**src/rtl/trace_unloader.sv**
```systemverilog
// Trace buffer unloader: reads N words from the trace buffer and shifts them out LSB-first, one bit per host strobe.
// Optional CRC-8 trailer (poly 0x07) is enabled by defining TRACE_UNLOAD_CRC_EN.
module trace_unloader #(
    parameter int Fpay  = 32,
    parameter int CNT_W = 9
) (
    input  logic             clk,
    input  logic             reset,
    input  logic             start,
    input  logic [CNT_W-1:0] num_words,
    input  logic             abort,
    input  logic             shift_en,
    output logic             tdo,
    output logic             tdo_valid,
    output logic             busy,
    output logic             done,
    output logic             tb_rd,
    input  logic [Fpay-1:0]  tb_dout
);

    localparam int BC_W = (Fpay > 1) ? $clog2(Fpay) : 1;
    localparam logic [BC_W-1:0] LAST_BIT = BC_W'(Fpay - 1);

    typedef enum logic [2:0] {
        S_IDLE  = 3'd0,
        S_READ  = 3'd1,
        S_LOAD  = 3'd2,
        S_SHIFT = 3'd3,
`ifdef TRACE_UNLOAD_CRC_EN
        S_CRC   = 3'd4,
`endif
        S_DONE  = 3'd5
    } state_t;

    state_t           state_q, state_d;
    logic [Fpay-1:0]  shift_reg_q, shift_reg_d;
    logic [BC_W-1:0]  bit_cnt_q, bit_cnt_d;
    logic [CNT_W-1:0] words_left_q, words_left_d;
    logic             tdo_q, tdo_d;
    logic             tdo_valid_q, tdo_valid_d;
    logic             busy_q, busy_d;
    logic             done_q, done_d;
    logic             tb_rd_q, tb_rd_d;
`ifdef TRACE_UNLOAD_CRC_EN
    logic [7:0]       crc_q, crc_d;

    function automatic logic [7:0] crc8_step(input logic [7:0] crc, input logic bit_in);
        logic fb;
        fb = bit_in ^ crc[7];
        return {crc[6:0], 1'b0} ^ (fb ? 8'h07 : 8'h00);
    endfunction
`endif

    // Next-state, datapath and registered-output computation.
    always_comb begin
        state_d      = state_q;
        shift_reg_d  = shift_reg_q;
        bit_cnt_d    = bit_cnt_q;
        words_left_d = words_left_q;
`ifdef TRACE_UNLOAD_CRC_EN
        crc_d        = crc_q;
`endif
        if (abort && (state_q != S_IDLE)) begin
            state_d = S_IDLE;
`ifdef TRACE_UNLOAD_CRC_EN
            crc_d   = 8'h00;
`endif
        end else begin
            case (state_q)
                S_IDLE: begin
                    if (start && !abort) begin
                        if (num_words != '0) begin
                            words_left_d = num_words;
`ifdef TRACE_UNLOAD_CRC_EN
                            crc_d        = 8'h00;
`endif
                            state_d      = S_READ;
                        end else begin
                            state_d = S_DONE;
                        end
                    end else begin
                        state_d = S_IDLE;
                    end
                end
                S_READ: state_d = S_LOAD;
                S_LOAD: begin
                    shift_reg_d = tb_dout;
                    bit_cnt_d   = '0;
                    state_d     = S_SHIFT;
                end
                S_SHIFT: begin
                    if (shift_en) begin
                        shift_reg_d = shift_reg_q >> 1;
`ifdef TRACE_UNLOAD_CRC_EN
                        crc_d       = crc8_step(crc_q, shift_reg_q[0]);
`endif
                        if (bit_cnt_q == LAST_BIT) begin
                            bit_cnt_d = '0;
                            // words_left stays at 1 on the final word rather than wrapping to 0
                            if (words_left_q != CNT_W'(1)) begin
                                words_left_d = words_left_q - CNT_W'(1);
                                state_d      = S_READ;
                            end else begin
`ifdef TRACE_UNLOAD_CRC_EN
                                state_d = S_CRC;
`else
                                state_d = S_DONE;
`endif
                            end
                        end else begin
                            bit_cnt_d = bit_cnt_q + BC_W'(1);
                        end
                    end else begin
                        state_d = S_SHIFT;
                    end
                end
`ifdef TRACE_UNLOAD_CRC_EN
                S_CRC: begin
                    if (shift_en) begin
                        crc_d = {crc_q[6:0], 1'b0};
                        if (bit_cnt_q == BC_W'(7)) begin
                            bit_cnt_d = '0;
                            state_d   = S_DONE;
                        end else begin
                            bit_cnt_d = bit_cnt_q + BC_W'(1);
                        end
                    end else begin
                        state_d = S_CRC;
                    end
                end
`endif
                S_DONE:  state_d = S_IDLE;
                default: state_d = S_IDLE;
            endcase
        end

        case (state_d)
            S_SHIFT: tdo_d = shift_reg_d[0];
`ifdef TRACE_UNLOAD_CRC_EN
            S_CRC:   tdo_d = crc_d[7];
`endif
            default: tdo_d = 1'b0;
        endcase
`ifdef TRACE_UNLOAD_CRC_EN
        tdo_valid_d = (state_d == S_SHIFT) || (state_d == S_CRC);
`else
        tdo_valid_d = (state_d == S_SHIFT);
`endif
        busy_d  = (state_d != S_IDLE);
        done_d  = (state_d == S_DONE);
        tb_rd_d = (state_d == S_READ);
    end

    // State, datapath and output registers.
    always_ff @(posedge clk or negedge reset) begin
        if (!reset) begin
            state_q      <= S_IDLE;
            shift_reg_q  <= '0;
            bit_cnt_q    <= '0;
            words_left_q <= '0;
            tdo_q        <= 1'b0;
            tdo_valid_q  <= 1'b0;
            busy_q       <= 1'b0;
            done_q       <= 1'b0;
            tb_rd_q      <= 1'b0;
`ifdef TRACE_UNLOAD_CRC_EN
            crc_q        <= 8'h00;
`endif
        end else begin
            state_q      <= state_d;
            shift_reg_q  <= shift_reg_d;
            bit_cnt_q    <= bit_cnt_d;
            words_left_q <= words_left_d;
            tdo_q        <= tdo_d;
            tdo_valid_q  <= tdo_valid_d;
            busy_q       <= busy_d;
            done_q       <= done_d;
            tb_rd_q      <= tb_rd_d;
`ifdef TRACE_UNLOAD_CRC_EN
            crc_q        <= crc_d;
`endif
        end
    end

    // abort must suppress the read strobe and the done pulse in the cycle it arrives
    assign tb_rd     = tb_rd_q & ~abort;
    assign done      = done_q & ~abort;
    assign tdo       = tdo_q;
    assign tdo_valid = tdo_valid_q;
    assign busy      = busy_q;

endmodule
```
**config.mk**
```make
export PLATFORM = sky130hd
export DESIGN_NAME = trace_unloader
export DESIGN_NICKNAME = d
export VERILOG_FILES = /design/src/rtl/trace_unloader.sv
export SDC_FILE = /design/constraint.sdc
export NUM_CORES = 1
export LEC_CHECK = 0
export CORE_MARGIN = 8
export CORE_UTILIZATION = 51
export DETAILED_ROUTE_END_ITERATION = 12
export PLACE_DENSITY = 0.83
export SKIP_CTS_REPAIR_TIMING = 1
export SLEW_MARGIN = 20
export SYNTH_ARGS = -nofsm -noshare
export SYNTH_HDL_FRONTEND = slang
export SYNTH_SLANG_ARGS = --single-unit
```
**constraint.sdc**
```tcl
create_clock -name clk -period 3.1 [get_ports clk]
set_clock_uncertainty 0.2 [all_clocks]
set_input_delay 0.62 -clock clk [delete_from_list [all_inputs] [get_ports clk]]
set_output_delay 0.62 -clock clk [all_outputs]
set_load 0.02 [all_outputs]
```
==> metrics.txt, run 1 <==
# TYPE chip_impl_metric gauge
chip_impl_info{name="grt_setup_unrepaired",value="false"} 1
chip_impl_metric{name="synth_area_per_cell",unit="µm²"} 9.40
chip_impl_metric{name="critical_path_buf_inv_count",unit=""} 2
chip_impl_metric{name="worst-path-stages",unit=""} 3
chip_impl_metric{name="maxSlewHeadroom",unit="%"} 50.8
chip_impl_metric{name="reg2reg_slack",unit="ns"} 0.49
chip_impl_metric{name="drt_iter0_drc",unit=""} 142
chip_impl_metric{name="worst_ir_drop_vdd",unit="mV"} 0.225
chip_impl_metric{name="drt-wirelength-per-cell",unit="µm"} 15.3
chip_impl_metric{name="timing.critical_path.fanout_max",unit=""} 9
chip_impl_info{name="tritoncts",value="yes"} 1
chip_impl_info{name="crit_path_end",value="done"} 1
chip_impl_metric{name="syn2layout_area_growth",unit="%"} 25.9
chip_impl_metric{name="synth_seq_area_share",unit="%"} 51.9
chip_impl_info{name="crit_top_cell",value="clkdlybuf4s50_1"} 1
chip_impl_metric{name="finalWeightedCongestion",unit=""} 0.835
chip_impl_metric{name="wl",unit="mm"} 6.04
chip_impl_metric{name="number_of_fill_cells_in_the_layout",unit=""} 424
chip_impl_metric{name="finalWorstPathRequiredPeriod",unit="ns"} 2.79
chip_impl_metric{name="drive_gt1_share",unit="%"} 6.48
chip_impl_metric{name="critPathArrivalTime",unit="ns"} 1.97
chip_impl_metric{name="number_of_global_route_vias_before_repair",unit=""} 2176
chip_impl_metric{name="vias_per_cell",unit=""} 5.61
chip_impl_metric{name="detailedPlacementHpwl",unit="mm"} 4.32
chip_impl_metric{name="drt-met1-wl",unit="mm"} 2.65
chip_impl_metric{name="crit_path_max_incr_delay",unit="ns"} 0.62
chip_impl_info{name="critPathTopFamily",value="buffers and inverters"} 1
chip_impl_metric{name="tns",unit="ns"} 0
chip_impl_info{name="clock_tree.root_cell",value="clkbuf_8"} 1
chip_impl_metric{name="cts-buffers-inserted",unit=""} 5
chip_impl_metric{name="cts.sink_count",unit=""} 54
chip_impl_metric{name="grtUsageTotal",unit="%"} 16.9
chip_impl_info{name="crit_start",value="abort"} 1
chip_impl_info{name="crit-reg2reg-capture",value="words_left_q[3]$_DFFE_PN0P_"} 1
chip_impl_metric{name="cts_max_path_buffers",unit=""} 2
chip_impl_metric{name="vias",unit=""} 2209
chip_impl_metric{name="cts.htree.levels",unit=""} 2
chip_impl_info{name="regToRegStartpoint",value="bit_cnt_q[0]$_DFFE_PN0P_"} 1
chip_impl_metric{name="postSynthNetCount",unit=""} 327
chip_impl_metric{name="route.antenna.remaining_nets",unit=""} 0
chip_impl_metric{name="synth.ff_latch_count",unit=""} 54
chip_impl_metric{name="required_time_reported_for_the_critical_path_endpoint",unit="ns"} 2.28
chip_impl_metric{name="post_synthesis_cell_area",unit="mm²"} 0.00260
chip_impl_metric{name="met2_length",unit="mm"} 2.99
chip_impl_metric{name="drv.max_cap_violation_count",unit=""} 0
chip_impl_metric{name="rr_worst_depth",unit=""} 8
chip_impl_metric{name="max_clock_freq",unit="MHz"} 358
chip_impl_info{name="setup_crit_end_kind",value="output pin"} 1
chip_impl_metric{name="yosys_warnings",unit=""} 0
chip_impl_info{name="timing.critical_path.from_type",value="primary input"} 1
chip_impl_info{name="synth_ff_type",value="dfrtp_1"} 1
chip_impl_metric{name="grt_first_pass_wirelength",unit="mm"} 10.1
chip_impl_metric{name="die-area",unit="mm²"} 0.00765
chip_impl_metric{name="drc",unit=""} 0
chip_impl_metric{name="period_share",unit="%"} 90.2
chip_impl_metric{name="yosysUniqueCellTypes",unit=""} 41
chip_impl_metric{name="fp-row-count",unit=""} 26
chip_impl_metric{name="clk_pin_slew_worst_paths",unit="ns"} 0.09
chip_impl_metric{name="final_setup_violation_count",unit=""} 0
chip_impl_metric{name="floorplan.io_pins",unit=""} 51
chip_impl_info{name="timing.setup.critical_path_class",value="primary input to output pin"} 1
chip_impl_metric{name="initial_core_util",unit="%"} 52.0
chip_impl_metric{name="power_density",unit="mW/mm²"} 492
chip_impl_metric{name="area_of_the_multi_input_gates",unit="mm²"} 0.00117
chip_impl_metric{name="layout.nets",unit=""} 373
chip_impl_info{name="critical-path-slowest-cell",value="clkdlybuf4s50_1"} 1
chip_impl_info{name="timing.critical_path.cells",value="clkdlybuf4s50_1, nor2b_1, clkdlybuf4s50_1"} 1
chip_impl_metric{name="met3_wirelength",unit="µm"} 324
chip_impl_metric{name="register_area",unit="mm²"} 0.00135
chip_impl_metric{name="synth_edf_count",unit=""} 0
chip_impl_metric{name="final_hold_vio_count",unit=""} 0
chip_impl_metric{name="pin_count_of_the_biggest_net_entering_global_routing",unit=""} 42
chip_impl_metric{name="clk-insertion-delay-late",unit="ns"} 0.30
chip_impl_metric{name="detailedRoute.firstPassIterationCount",unit=""} 4
chip_impl_info{name="run_status",value="complete, no violations"} 1
chip_impl_metric{name="floorplan.core_area",unit="mm²"} 0.00501
chip_impl_metric{name="grt_remaining_overflow",unit=""} 0
chip_impl_metric{name="finalMaxSlewViolations",unit=""} 0
chip_impl_metric{name="grt_antenna_before_repair",unit=""} 0
chip_impl_metric{name="die_width",unit="µm"} 87.5
chip_impl_metric{name="num_antenna_cells",unit=""} 0
chip_impl_info{name="hold_path.class",value="primary input to async pin"} 1
chip_impl_metric{name="dieHeight",unit="µm"} 87.5
chip_impl_metric{name="power_leakage",unit="nW"} 1.32
chip_impl_metric{name="power.total",unit="W"} 0.00161
chip_impl_metric{name="io_buf_count",unit=""} 50
chip_impl_metric{name="synth-async-reset-ratio",unit="%"} 100
chip_impl_metric{name="timing_worst_slew_pin_value",unit="ns"} 0.735
chip_impl_info{name="route.top_layer_used",value="met4"} 1
chip_impl_metric{name="synthCells",unit=""} 277
[power by group]
group / switching (W) / total, W / internal [W]
Sequential: 0.0000660 / 0.000854 / 0.000788
Combinational: 0.000152 / 0.000293 / 0.000141
Clock: 0.000224 / 0.000466 / 0.000242
Total: 0.000443 / 0.00161 / 0.00117
[cells by family after synthesis]
logic type | synth area share [%]
AO/OA/AOI/OAI | 23.7
adder cells (fa/ha/maj) | 1.92
buffers and inverters | 3.84
flip-flops | 51.9
AND/OR/NAND/NOR | 18.6
[state kept, by name, summed over array words and instances, names as in the netlist]
name          count
state_q           3
shift_reg_q      32
tb_rd_q           1
words_left_q      9
busy              1
bit_cnt_q         5
done_q            1
tdo               1
tdo_valid         1
[Yosys cell counts, types with 2 or more instances]
library cell	number	area share, %
clkbuf_1	12	1.7
nand2_1	45	6.5
a22o_1	6	2.0
or3_1	2	0.48
nor3b_1	4	1.2
nand3_1	5	0.96
nor2_1	10	1.4
buf_2	4	0.77
o21ai_1	41	7.9
nand2b_1	3	0.72
inv_1	2	0.29
nor3_1	6	1.2
nor2b_1	5	1.2
ha_1	4	1.9
o21ai_0	7	1.3
and4_1	2	0.67
dfrtp_1	54	52
a31oi_1	2	0.48
o22ai_1	2	0.48
a21oi_1	9	1.7
nor4_1	3	0.72
a22oi_1	30	8.6
[stage by stage]
step / util (%) / hold slack [ns] / worst slack (ns) / std cells / instance area [µm²]
floorplan: - / 0.124 / 0.829 / 277 / 2610
global placement: 63.3 / 0.261 / 0.348 / 386 / 3170
detailed placement: 63.3 / 0.276 / 0.307 / 386 / 3170
CTS: 65.5 / 0.129 / 0.297 / 394 / 3280
global route: 65.5 / 0.137 / 0.211 / 394 / 3280
finish: 65.5 / 0.108 / 0.305 / 394 / 3280
[worst register-to-register path, cell delays in order, from the launching register on]
cell and delay [ns]:
dfrtp_1 0.42, ha_1 0.24, and3_1 0.20, ha_1 0.26, nor4bb_1 0.16, and4_4 0.21
nor3_4 0.44, o21ai_1 0.14, a22o_1 0.25
[cell type report]
type,instances,share of cell area [%]
Sequential cell,54,41.2
Multi-Input combinational cell,201,35.6
Timing Repair Buffer,58,16.9
Tap cell,70,2.67
Clock buffer,7,2.33
Clock inverter,1,0.916
Inverter,3,0.343
[metal layers]
metal / vias to the layer above / GRT usage, %
li1: 1095 / -
met1: 1055 / 20.7
met2: 54 / 27.7
met3: 5 / 4.72
met4: 0 / 5.63
met5: - / 0
[worst min-delay path by stage]
stage	from	end	slack, ns	cells after the start
after CTS	reset	words_left_q[4]$_DFFE_PN0P_	0.13	1
after global placement	bit_cnt_q[3]$_DFFE_PN0P_	bit_cnt_q[3]$_DFFE_PN0P_	0.26	1
after global routing	reset	words_left_q[4]$_DFFE_PN0P_	0.14	1
after floorplan	reset	bit_cnt_q[0]$_DFFE_PN0P_	0.12	0
final	reset	words_left_q[4]$_DFFE_PN0P_	0.11	1
after detailed placement	shift_reg_q[22]$_DFFE_PN0P_	shift_reg_q[22]$_DFFE_PN0P_	0.28	2
[layout by cell type (no fill, tap or decap), drive strengths merged, types with 2 or more instances in the layout]
master / count
dfrtp: 54
clkdlybuf4s50: 49
o21ai: 48
nand2: 45
a22oi: 30
nor2: 10
a21oi: 9
buf: 9
nor3: 7
clkbuf: 7
a22o: 6
nor2b: 5
nand3: 5
nor3b: 4
ha: 4
nor4: 3
nand2b: 3
and4: 3
inv: 3
a31oi: 2
or3: 2
o22ai: 2
or2: 2
Note: power is estimated with default switching activity, not from simulation.
==> run 2: changes to the inputs <==
SKIP_CTS_REPAIR_TIMING = default   (was 1)
==> results of run 2 <==
No change in the layout: final DEF, timing and power equal those of run 1.
==> run 3: changes to the inputs <==
REMOVE_ABC_BUFFERS = 1   (was default)
==> metrics.txt, run 3 (synthesized netlist as in run 1, its figures left out) <==
# TYPE chip_impl_metric gauge
chip_impl_metric{name="cts.repair_timing.setup_buffer_count",unit=""} 0
chip_impl_metric{name="num_antenna_cells",unit=""} 0
chip_impl_info{name="critPathTopFamily",value="buffers and inverters"} 1
chip_impl_metric{name="drive_gt1_share",unit="%"} 6.81
chip_impl_metric{name="drv.max_cap_violation_count",unit=""} 0
chip_impl_metric{name="placement.cell_area",unit="mm²"} 0.00317
chip_impl_metric{name="number_of_fill_cells_in_the_layout",unit=""} 458
chip_impl_metric{name="final_setup_violation_count",unit=""} 0
chip_impl_metric{name="cts-buffers-inserted",unit=""} 5
chip_impl_info{name="timing.setup.critical_path_class",value="primary input to output pin"} 1
chip_impl_metric{name="cts.htree.levels",unit=""} 2
chip_impl_info{name="tritoncts",value="yes"} 1
chip_impl_info{name="timing.critical_path.cells",value="clkdlybuf4s50_1, nor2b_1, clkdlybuf4s50_1"} 1
chip_impl_metric{name="clk_pin_slew_worst_paths",unit="ns"} 0.09
chip_impl_metric{name="route.antenna.remaining_nets",unit=""} 0
chip_impl_metric{name="drt_iter0_drc",unit=""} 134
chip_impl_metric{name="register_area",unit="mm²"} 0.00135
chip_impl_metric{name="die_width",unit="µm"} 87.5
chip_impl_metric{name="power_density",unit="mW/mm²"} 477
chip_impl_metric{name="drt-wirelength-per-cell",unit="µm"} 14.7
chip_impl_metric{name="crit_path_max_incr_delay",unit="ns"} 0.62
chip_impl_info{name="clock_tree.root_cell",value="clkbuf_8"} 1
chip_impl_metric{name="drc",unit=""} 0
chip_impl_metric{name="finalInstanceArea",unit="mm²"} 0.00326
chip_impl_metric{name="cts_repair_resize_count",unit=""} 0
chip_impl_info{name="layout_commonest_cell",value="dfrtp_1"} 1
chip_impl_metric{name="pin_count_of_the_biggest_net_entering_global_routing",unit=""} 51
chip_impl_metric{name="grt_antenna_before_repair",unit=""} 0
chip_impl_metric{name="grt_remaining_overflow",unit=""} 0
chip_impl_metric{name="syn2layout_area_growth",unit="%"} 25.2
chip_impl_info{name="biggest_regs",value="shift_reg_q x32, words_left_q x9, bit_cnt_q x5"} 1
chip_impl_metric{name="finalMaxSlewViolations",unit=""} 0
chip_impl_metric{name="initial_core_util",unit="%"} 52.0
chip_impl_metric{name="cts_max_path_buffers",unit=""} 2
chip_impl_metric{name="critical_path_buf_inv_count",unit=""} 2
chip_impl_info{name="critical-path-slowest-cell",value="clkdlybuf4s50_1"} 1
chip_impl_info{name="run_status",value="complete, no violations"} 1
chip_impl_metric{name="floorplan.io_pins",unit=""} 51
chip_impl_metric{name="max_clock_freq",unit="MHz"} 360
chip_impl_metric{name="cts.sink_count",unit=""} 54
chip_impl_metric{name="fp-row-count",unit=""} 26
chip_impl_metric{name="io_buf_count",unit=""} 50
chip_impl_metric{name="floorplan.core_area",unit="mm²"} 0.00501
chip_impl_metric{name="grt_first_pass_wirelength",unit="mm"} 10.0
chip_impl_metric{name="area_of_the_multi_input_gates",unit="mm²"} 0.00117
chip_impl_metric{name="final_hold_vio_count",unit=""} 0
chip_impl_info{name="regMostFlops",value="shift_reg_q"} 1
chip_impl_metric{name="dieHeight",unit="µm"} 87.5
chip_impl_info{name="crit_top_cell",value="clkdlybuf4s50_1"} 1
chip_impl_metric{name="required_time_reported_for_the_critical_path_endpoint",unit="ns"} 2.28
chip_impl_metric{name="layout.core_utilization",unit="%"} 65.1
chip_impl_metric{name="number_of_global_route_vias_before_repair",unit=""} 2276
chip_impl_metric{name="power_leakage",unit="nW"} 1.31
chip_impl_info{name="grt_setup_unrepaired",value="false"} 1
chip_impl_metric{name="detailedPlacementHpwl",unit="mm"} 4.09
chip_impl_metric{name="vias_per_cell",unit=""} 5.58
chip_impl_metric{name="finalWeightedCongestion",unit=""} 0.828
chip_impl_metric{name="layout.nets",unit=""} 372
chip_impl_info{name="timing.critical_path.from_type",value="primary input"} 1
chip_impl_info{name="setup_crit_end_kind",value="output pin"} 1
chip_impl_metric{name="critPathArrivalTime",unit="ns"} 1.96
chip_impl_info{name="hold_path.class",value="primary input to async pin"} 1
chip_impl_metric{name="period_share",unit="%"} 89.7
chip_impl_metric{name="grtUsageTotal",unit="%"} 16.3
chip_impl_metric{name="vias",unit=""} 2191
chip_impl_metric{name="timing.critical_path.fanout_max",unit=""} 9
chip_impl_metric{name="timing_worst_slew_pin_value",unit="ns"} 0.764
chip_impl_metric{name="maxSlewHeadroom",unit="%"} 48.8
chip_impl_metric{name="worst_ir_drop_vdd",unit="mV"} 0.286
chip_impl_metric{name="hold_buffers",unit=""} 0
chip_impl_info{name="commonest_cells_after_routing_fill_and_taps_aside",value="dfrtp_1 (54), clkdlybuf4s50_1 (49), nand2_1 (45)"} 1
chip_impl_metric{name="finalWorstPathRequiredPeriod",unit="ns"} 2.78
chip_impl_metric{name="largest_register_ffs",unit=""} 32
chip_impl_metric{name="wl",unit="mm"} 5.76
chip_impl_metric{name="die-area",unit="mm²"} 0.00765
chip_impl_metric{name="detailedRoute.firstPassIterationCount",unit=""} 4
chip_impl_metric{name="clk-insertion-delay-late",unit="ns"} 0.31
run 3: final cells by class:
class | count | area share [%]
flip-flops and latches | 54 | 41.4
repair buffers | 57 | 16.8
clock buffers | 6 | 2.53
well taps | 70 | 2.69
multi-input cells | 201 | 35.8
inverters | 3 | 0.345
clock inverters | 2 | 0.384
run 3: worst register-to-register path, cell delays in order, from the launching register on:
cell	delay [ns]
dfrtp_1	0.42
ha_1	0.25
and3_1	0.19
ha_1	0.27
nor4bb_1	0.18
and4_4	0.21
nor3_4	0.44
o21ai_1	0.15
a22o_1	0.27
run 3: worst paths after layout:
path                                                   from                          end  slack, ns  cells past startpoint
worst max register to register     bit_cnt_q[0]$_DFFE_PN0P_  words_left_q[8]$_DFFE_PN0P_       0.40                      8
worst max-delay path                                  abort                        tb_rd       0.32                      3
max in group asynchronous                             reset  shift_reg_q[10]$_DFFE_PN0P_       2.00                      2
worst min-delay path                                  reset  words_left_q[4]$_DFFE_PN0P_       0.07                      1
worst min register to register  shift_reg_q[27]$_DFFE_PN0P_  shift_reg_q[27]$_DFFE_PN0P_       0.29                      2
min in group clk                shift_reg_q[27]$_DFFE_PN0P_  shift_reg_q[27]$_DFFE_PN0P_       0.29                      2
run 3: stage by stage:
stage | power (W) | hold slack (ns) | TNS, ns | setup slack [ns] | instances
2_1_floorplan | 0.00101 | 0.124 | -11.21 | -0.431 | 258
3_3_place_gp | 0.00115 | 0.262 | 0 | 0.351 | 385
3_5_place_dp | 0.00116 | 0.274 | 0 | 0.328 | 385
4_1_cts | 0.00156 | 0.0899 | 0 | 0.328 | 393
5_1_grt | 0.00165 | 0.0996 | 0 | 0.236 | 393
6_report | 0.00156 | 0.0730 | 0 | 0.318 | 393
run 3: metal layers:
| metal | global-route usage [%] | vias up | wire length [µm] |
|---|---|---|---|
| li1 | - | 1091 | - |
| met1 | 20.0 | 1032 | 2600 |
| met2 | 26.4 | 62 | 2700 |
| met3 | 5.28 | 6 | 399 |
| met4 | 5.00 | 0 | 57 |
| met5 | 0 | - | 0 |
run 3: where the power goes:
group,switching [W],internal [W],total (W)
Sequential,0.0000658,0.000788,0.000854
Combinational,0.000151,0.000141,0.000291
Clock,0.000231,0.000180,0.000410
